$ cat src/rtl/dmem_arb_pkg.sv
// Shared types for the data-memory arbiter: requester ids, read-return tags
// and drain FSM states.
package dmem_arb_pkg;

  typedef enum logic {
    OWN_CORE = 1'b0,
    OWN_LDR  = 1'b1
  } owner_e;

  typedef struct packed {
    logic   valid;
    owner_e owner;
  } rd_tag_t;

  typedef enum logic [1:0] {
    RUN   = 2'd0,
    DRAIN = 2'd1,
    IDLE  = 2'd2
  } drain_state_e;

  localparam int RD_LAT_MIN = 1;
  localparam int RD_LAT_MAX = 3;

  function automatic owner_e other_owner(input owner_e o);
    return (o == OWN_CORE) ? OWN_LDR : OWN_CORE;
  endfunction

endpackage

$ cat src/rtl/dmem_rd_tag_pipe.sv
// Delay line carrying {valid, owner} for every issued read, so the returning
// memory data can be steered to the requester that issued it.
module dmem_rd_tag_pipe
  import dmem_arb_pkg::*;
#(
  parameter int DEPTH = 2
) (
  input  logic    clk,
  input  logic    rst_n,
  input  rd_tag_t push,
  output rd_tag_t pop,
  output logic    empty
);

  rd_tag_t stage [DEPTH];

  // NOTE: this array is a handful of flops, not a RAM, and every entry must be
  // cleared so that reads in flight at reset never return.
  always_ff @(posedge clk or negedge rst_n) begin
    if (!rst_n) begin
      for (int i = 0; i < DEPTH; i++) stage[i] <= '0;
    end else begin
      // NOTE: non-blocking assignments make every stage shift from the old
      // value of its neighbour, giving a true shift register.
      stage[0] <= push;
      for (int i = 1; i < DEPTH; i++) stage[i] <= stage[i-1];
    end
  end

  assign pop = stage[DEPTH-1];

  always_comb begin
    empty = 1'b1;
    for (int i = 0; i < DEPTH; i++) begin
      if (stage[i].valid) empty = 1'b0;
    end
  end

endmodule

$ cat src/rtl/dmem_arbiter.sv
// Two-requester (core, loader) arbiter for the single-port data memory with
// registered commands, tagged read return and a drain/idle handshake.
// Define DMEM_ARB_RR_EN for round-robin arbitration; default is core-first.
module dmem_arbiter
  import dmem_arb_pkg::*;
#(
  parameter int DATA_W = 32,
  parameter int ADDR_W = 9,
  parameter int RD_LAT = 1
) (
  input  logic              clk,
  input  logic              reset,
  input  logic              c_req,
  input  logic              c_we,
  input  logic [ADDR_W-1:0] c_addr,
  input  logic [DATA_W-1:0] c_wdata,
  output logic              c_ready,
  output logic              c_rvalid,
  output logic [DATA_W-1:0] c_rdata,
  input  logic              l_req,
  input  logic              l_we,
  input  logic [ADDR_W-1:0] l_addr,
  input  logic [DATA_W-1:0] l_wdata,
  output logic              l_ready,
  output logic              l_rvalid,
  output logic [DATA_W-1:0] l_rdata,
  output logic              m_wr,
  output logic              m_rd,
  output logic [ADDR_W-1:0] m_addr,
  output logic [DATA_W-1:0] m_wr_data,
  input  logic [DATA_W-1:0] m_rd_data,
  input  logic              drain,
  output logic              idle
);

  drain_state_e state, state_nxt;
  logic         accept_en;
  logic         grant_c, grant_l;
  logic         pipe_empty;
  rd_tag_t      tag_push, tag_pop;

  // ---------------- drain FSM ----------------
  always_ff @(posedge clk or negedge reset) begin
    if (!reset) state <= RUN;
    else        state <= state_nxt;
  end

  // NOTE: every output of this block gets a default first, so no path leaves
  // a variable unassigned and no latch is inferred.
  always_comb begin
    state_nxt = state;
    accept_en = 1'b0;
    idle      = 1'b0;
    case (state)
      RUN: begin
        // Gated by reset so ready is low while reset is held, even with req up.
        if (drain) state_nxt = DRAIN;
        else       accept_en = reset;
      end
      DRAIN: begin
        if (!drain)                           state_nxt = RUN;
        else if (pipe_empty && !m_wr && !m_rd) state_nxt = IDLE;
      end
      IDLE: begin
        idle = 1'b1;
        if (!drain) state_nxt = RUN;
      end
      default: state_nxt = RUN;
    endcase
  end

  // ---------------- arbitration ----------------
`ifdef DMEM_ARB_RR_EN
  owner_e favour;

  always_comb begin
    grant_c = 1'b0;
    grant_l = 1'b0;
    if (accept_en) begin
      if (c_req && l_req) begin
        grant_c = (favour == OWN_CORE);
        grant_l = (favour == OWN_LDR);
      end else begin
        grant_c = c_req;
        grant_l = l_req;
      end
    end
  end

  always_ff @(posedge clk or negedge reset) begin
    if (!reset)       favour <= OWN_CORE;
    else if (grant_c) favour <= other_owner(OWN_CORE);
    else if (grant_l) favour <= other_owner(OWN_LDR);
  end
`else
  always_comb begin
    grant_c = accept_en && c_req;
    grant_l = accept_en && l_req && !c_req;
  end
`endif

  assign c_ready = grant_c;
  assign l_ready = grant_l;

  // ---------------- command register ----------------
  always_ff @(posedge clk or negedge reset) begin
    if (!reset) begin
      m_wr      <= 1'b0;
      m_rd      <= 1'b0;
      m_addr    <= '0;
      m_wr_data <= '0;
    end else begin
      m_wr <= 1'b0;
      m_rd <= 1'b0;
      if (grant_c) begin
        m_wr      <= c_we;
        m_rd      <= !c_we;
        m_addr    <= c_addr;
        m_wr_data <= c_wdata;
      end else if (grant_l) begin
        m_wr      <= l_we;
        m_rd      <= !l_we;
        m_addr    <= l_addr;
        m_wr_data <= l_wdata;
      end
    end
  end

  // ---------------- read return ----------------
  // The tag enters the pipe on the same edge as m_rd, so it reaches the last
  // stage exactly in the cycle m_rd_data is valid.
  always_comb begin
    tag_push.valid = (grant_c && !c_we) || (grant_l && !l_we);
    tag_push.owner = grant_l ? OWN_LDR : OWN_CORE;
  end

  dmem_rd_tag_pipe #(
    .DEPTH(RD_LAT + 1)
  ) u_tag_pipe (
    .clk  (clk),
    .rst_n(reset),
    .push (tag_push),
    .pop  (tag_pop),
    .empty(pipe_empty)
  );

  always_ff @(posedge clk or negedge reset) begin
    if (!reset) begin
      c_rvalid <= 1'b0;
      l_rvalid <= 1'b0;
      c_rdata  <= '0;
      l_rdata  <= '0;
    end else begin
      c_rvalid <= tag_pop.valid && (tag_pop.owner == OWN_CORE);
      l_rvalid <= tag_pop.valid && (tag_pop.owner == OWN_LDR);
      if (tag_pop.valid && (tag_pop.owner == OWN_CORE)) c_rdata <= m_rd_data;
      if (tag_pop.valid && (tag_pop.owner == OWN_LDR))  l_rdata <= m_rd_data;
    end
  end

endmodule

$ cat config.mk
export PLATFORM = sky130hd
export DESIGN_NAME = dmem_arbiter
export DESIGN_NICKNAME = d
export VERILOG_FILES = /design/src/rtl/dmem_arb_pkg.sv /design/src/rtl/dmem_rd_tag_pipe.sv /design/src/rtl/dmem_arbiter.sv
export SDC_FILE = /design/constraint.sdc
export NUM_CORES = 1
export LEC_CHECK = 0
export BUFFER_PORTS_ARGS = -buffer_cell sky130_fd_sc_hd__buf_2
export CAP_MARGIN = 10
export CORE_MARGIN = 3
export CORE_UTILIZATION = 30
export CTS_CLUSTER_DIAMETER = 200
export DETAILED_ROUTE_END_ITERATION = 8
export PLACE_DENSITY = 0.53
export SYNTH_ARGS = -nofsm -noshare
export SYNTH_HDL_FRONTEND = slang
export SYNTH_SLANG_ARGS = --single-unit
$ cat constraint.sdc
create_clock -name clk -period 4.25 [get_ports clk]
set_input_delay 0.85 -clock clk [delete_from_list [all_inputs] [get_ports clk]]
set_output_delay 0.85 -clock clk [all_outputs]
set_load 0.01 [all_outputs]
# Word level (Yosys, flattened, before mapping)
# Index checks and enable logic that the tools add are counted.
# Widths: inputs -> output; s select.
[totals]
word_cells = 56
inputBits = 121
ff_bits = 115
[classes]
muxes = 19
eq_ne = 5
n_reduce_logical = 18
n_bitwise = 1
[op_table]
columns = ["operator", "count"]
rows = [
  ["$mux 32", 2],
  ["$mux 9", 2],
  ["$mux 1", 10],
  ["$logic_and 1x1->1", 9],
  ["$mux 2", 4],
  ["$pmux 2 s3", 1],
  ["$logic_not 1->1", 5],
  ["$ne 2x2->1 const B", 2],
  ["$ne 3x3->1 const B", 1],
  ["$reduce_and 3->1", 1],
  ["$eq 2x1->1 const B", 1],
  ["$eq 2x2->1 const B", 1],
  ["$logic_not 2->1", 1],
  ["$reduce_bool 2->1", 1],
  ["$logic_or 1x1->1", 1],
  ["$not 1->1", 1],
]

# Depth between registers and ports, before layout
[depth]
depth_word = 7
depth_mapped = 5
depth_no_buf = 3

# Cells and area by module
# A second synthesis with hierarchy kept.
[unflattened]
cells_unflattened = 405
area_unflattened_um2 = 5033.6
[by_module_without_submodules]
columns = ["mod", "area_each_um2", "cells_each", "instances"]
rows = [
  ["dmem_arbiter", 4914.7, 398, 1],
  ["dmem_rd_tag_pipe", 118.9, 7, 1],
]

# Worst setup path before layout
# OpenSTA, ideal clock, no wires.
[synth_path]
kind = "input port to output port"
startpoint = "input port drain"
endpoint = "output port l_ready"
n_path_buf = 2
setup_slack_ns = 1.767
required_ns = 3.400
t_arrival_ns = 1.633
stages = 4
cell_sequence = "nor4b_2 -> buf_4 -> buf_4 -> and2_1"
[synth_between]
elab_chain_cells = 4
[synth_rtl]
columns = ["item", "line", "source"]
rows = [
  ["from (decl)", "dmem_arbiter.sv:32", "input logic drain,"],
  ["$mux 1", "dmem_arbiter.sv:57", "if (drain) state_nxt = DRAIN;"],
  ["$mux 1", "dmem_arbiter.sv:54", "case (state)"],
  ["$logic_and 1x1->1 (2 in series)", "dmem_arbiter.sv:98", "grant_l = accept_en && l_req && !c_req;"],
  ["to (decl)", "dmem_arbiter.sv:24", "output logic l_ready,"],
]
# No other way between the ends.

# Worst setup path after layout
[layout_path]
startpoint = "input port reset"
endpoint = "output port l_ready"
[layout_between]
elab_chain_cells = 4
[layout_rtl]
columns = ["item", "line", "source"]
rows = [
  ["from (decl)", "dmem_arbiter.sv:12", "input logic reset,"],
  ["$mux 1", "dmem_arbiter.sv:57", ""],
  ["$mux 1", "dmem_arbiter.sv:54", ""],
  ["$logic_and 1x1->1 (2 in series)", "dmem_arbiter.sv:98", ""],
]
# No other way between the ends.

==> flow_summary.json <==
{
  "whs_ps": 375,
  "dpl_cell_area_um2": 6310,
  "final_cells": 853,
  "yosysUniqueCellTypes": 22,
  "final_area_um2": 6890,
  "num-nets-final": 745,
  "synth_ff_type": "dfrtp_1",
  "grt_pass1_wl_mm": 22.2,
  "yosysTopAreaCell": "dfrtp_1",
  "syn_avg_cell_area_um2": 12.4,
  "clock_latency_ps": 400,
  "synth_area_um2": 5020,
  "power_leakage_nw": 3.27,
  "cts.sinks": 115,
  "setup_viol": 0,
  "max-slew-margin-rel_pct": 32.8,
  "ctsRootBufferMaster": "clkbuf_16",
  "hp-class": "flip-flop to flip-flop",
  "fin_crit_sh_pct": 70.3,
  "final_hold_viol_count": 0,
  "yosys_warnings": 0,
  "grt_usage_pct": 15.5,
  "ys_seq_elements": 115,
  "dpl.hpwl_mm": 9.87,
  "clockBufferDepth": 2,
  "critPathCaptureType": "output pin",
  "area_delta_synth_final_pct": 37.2,
  "rsz0062_at_grt": "no",
  "crit_family": "buffers and inverters",
  "antenna_found_initial": 3,
  "ctsHoldBuffers": 0,
  "cp.required_ps": 3400,
  "drive_gt1_share_pct": 51.5,
  "syn_inst": 404,
  "tightestPinTransition_ps": 1010,
  "h-tree-depth": 4,
  "drt-vias-per-instance": 4.97,
  "cp_max_fo": 42,
  "dp.cells": 821,
  "fp.dieArea_um2": 18300,
  "design.portCount": 233,
  "async_flop_share_pct": 100,
  "gr-total-overflow": 0,
  "post_cts_buffers": 0,
  "wl_mm": 14.3,
  "synth_common_cells": "115 x dfrtp_1, 55 x mux2_2, 44 x nand3_1",
  "critPathLaunchType": "input port",
  "antenna_cells": 0,
  "die_h_um": 135,
  "drtIter0Drc": 194,
  "outcome": "completed",
  "path_buf_inv": 3,
  "grt_max_degree": 85,
  "initial_core_util_pct": 31.2,
  "max_freq_mhz": 335,
  "crit_chain": "buf_4 > nor4b_4 > buf_4 > and2_1 > buf_2",
  "max-vdd-ir-drop_mv": 0.264,
  "maxSlewViolCount": 0,
  "wl_per_cell_um": 16.8,
  "cts_resized": 0,
  "power.density_nw_per_um2": 587,
  "yosysSeqAreaShare_pct": 57.3,
  "gp_congestion": 0.774,
  "slowest_stage": "buf_4",
  "crit_type": "input port to output pin",
  "postRouteAntennaNets": 0,
  "clock-skew-final_ps": 8.49,
  "drc": 0,
  "grt_pass1_vias": 4349,
  "finalSetupTns_ps": 0,
  "finish.utilization_pct": 42.7,
  "cap_viol_max_count": 0,
  "crit_top_cell": "buf_4",
  "vias": 4241,
  "cts_tree": "built",
  "num_rows": 46,
  "synth.most_common_cell": "dfrtp_1",
  "io_buffers": 232,
  "core_um2": 16100,
  "yosysTopAreaCellShare_pct": 57.3,
  "synth_area_leaders": "dfrtp_1 57%, mux2_2 12%, a32oi_1 7.1%",
  "fin_crit_ps": 2990,
  "cp.arrival_ps": 2140,
  "cts_made_buffers": 17,
  "die_x_um": 135,
  "firstDrtPassIters": 5,
  "path_clk_slew_ps": 50,
  "synth-edff-count": 0,
  "synth_nets": 525,
  "slowest_delay_ps": 430
}
placed cells by master, fill, tap and decap left out, types with 4 or more instances in the layout:
master | netlist | layout
buf_2 | 7 | 231
dfrtp_1 | 115 | 115
mux2_2 | 55 | 55
nand3_1 | 44 | 44
nand2_1 | 43 | 43
a32oi_1 | 41 | 41
nand4b_1 | 39 | 39
clkbuf_16 | 0 | 17
mux2_1 | 9 | 9
buf_4 | 7 | 8
clkbuf_8 | 0 | 5
clkinv_2 | 0 | 4
where the power goes:
part | leakage (nW) | total [mW] | switching (mW) | internal (mW)
logic | 1.64 | 1.03 | 0.548 | 0.481
clock network | 0.286 | 1.36 | 0.482 | 0.879
registers | 1.35 | 1.65 | 0.223 | 1.43
total | 3.27 | 4.04 | 1.25 | 2.79
state kept, by name, indices dropped and copies added (netlist names):
name	flops
m_wr	1
m_addr	9
c_rvalid	1
u_tag_pipe.stage	2
state	2
l_rvalid	1
m_wr_data	32
u_tag_pipe.pop	2
m_rd	1
c_rdata	32
l_rdata	32
final timing paths:
path / startpoint / to / slack (ps) / cells past startpoint
setup reg to reg: state[0] / m_wr_data[13] / 2290 / 5
hold reg to reg: u_tag_pipe.stage[3] / u_tag_pipe.pop[1] / 370 / 0
min in group asynchronous: reset / l_rdata[19] / 430 / 1
max in group asynchronous: reset / m_wr_data[27] / 2410 / 2
setup / recovery: reset / l_ready / 1260 / 5
hold / removal: u_tag_pipe.stage[3] / u_tag_pipe.pop[1] / 370 / 0
layout make-up:
cell class                 count  area [µm²]
clock inverter                 8        75.1
multi-input combinational    250        1940
fill                        1581        9230
tap                          216         270
timing repair buffer         239        1220
sequential                   115        2880
clock buffer                  24         502
inverter                       1        3.75
kinds of logic after synthesis:
| kind of cell | synth area share [%] |
|---|---|
| simple gates | 16.3 |
| buf+inv | 4.36 |
| compound gates | 7.72 |
| mux | 14.3 |
| flops | 57.3 |
routing by layer:
| metal | global-route usage (%) | share of wire [%] |
|---|---|---|
| met5 | 0 | 0.31 |
| met4 | 5.32 | 1.7 |
| met3 | 5.42 | 8.2 |
| met2 | 24.8 | 46 |
| met1 | 19.5 | 43 |
stage by stage:
step           setup WS [ps]  power, mW
6_report                1260       4.04
5_1_grt                 1070       4.29
4_1_cts                 1220       4.10
3_5_place_dp            1220       2.71
3_3_place_gp            1260       2.69
2_1_floorplan           1770       2.18
No activity file was read; power rests on OpenSTA's default activity.
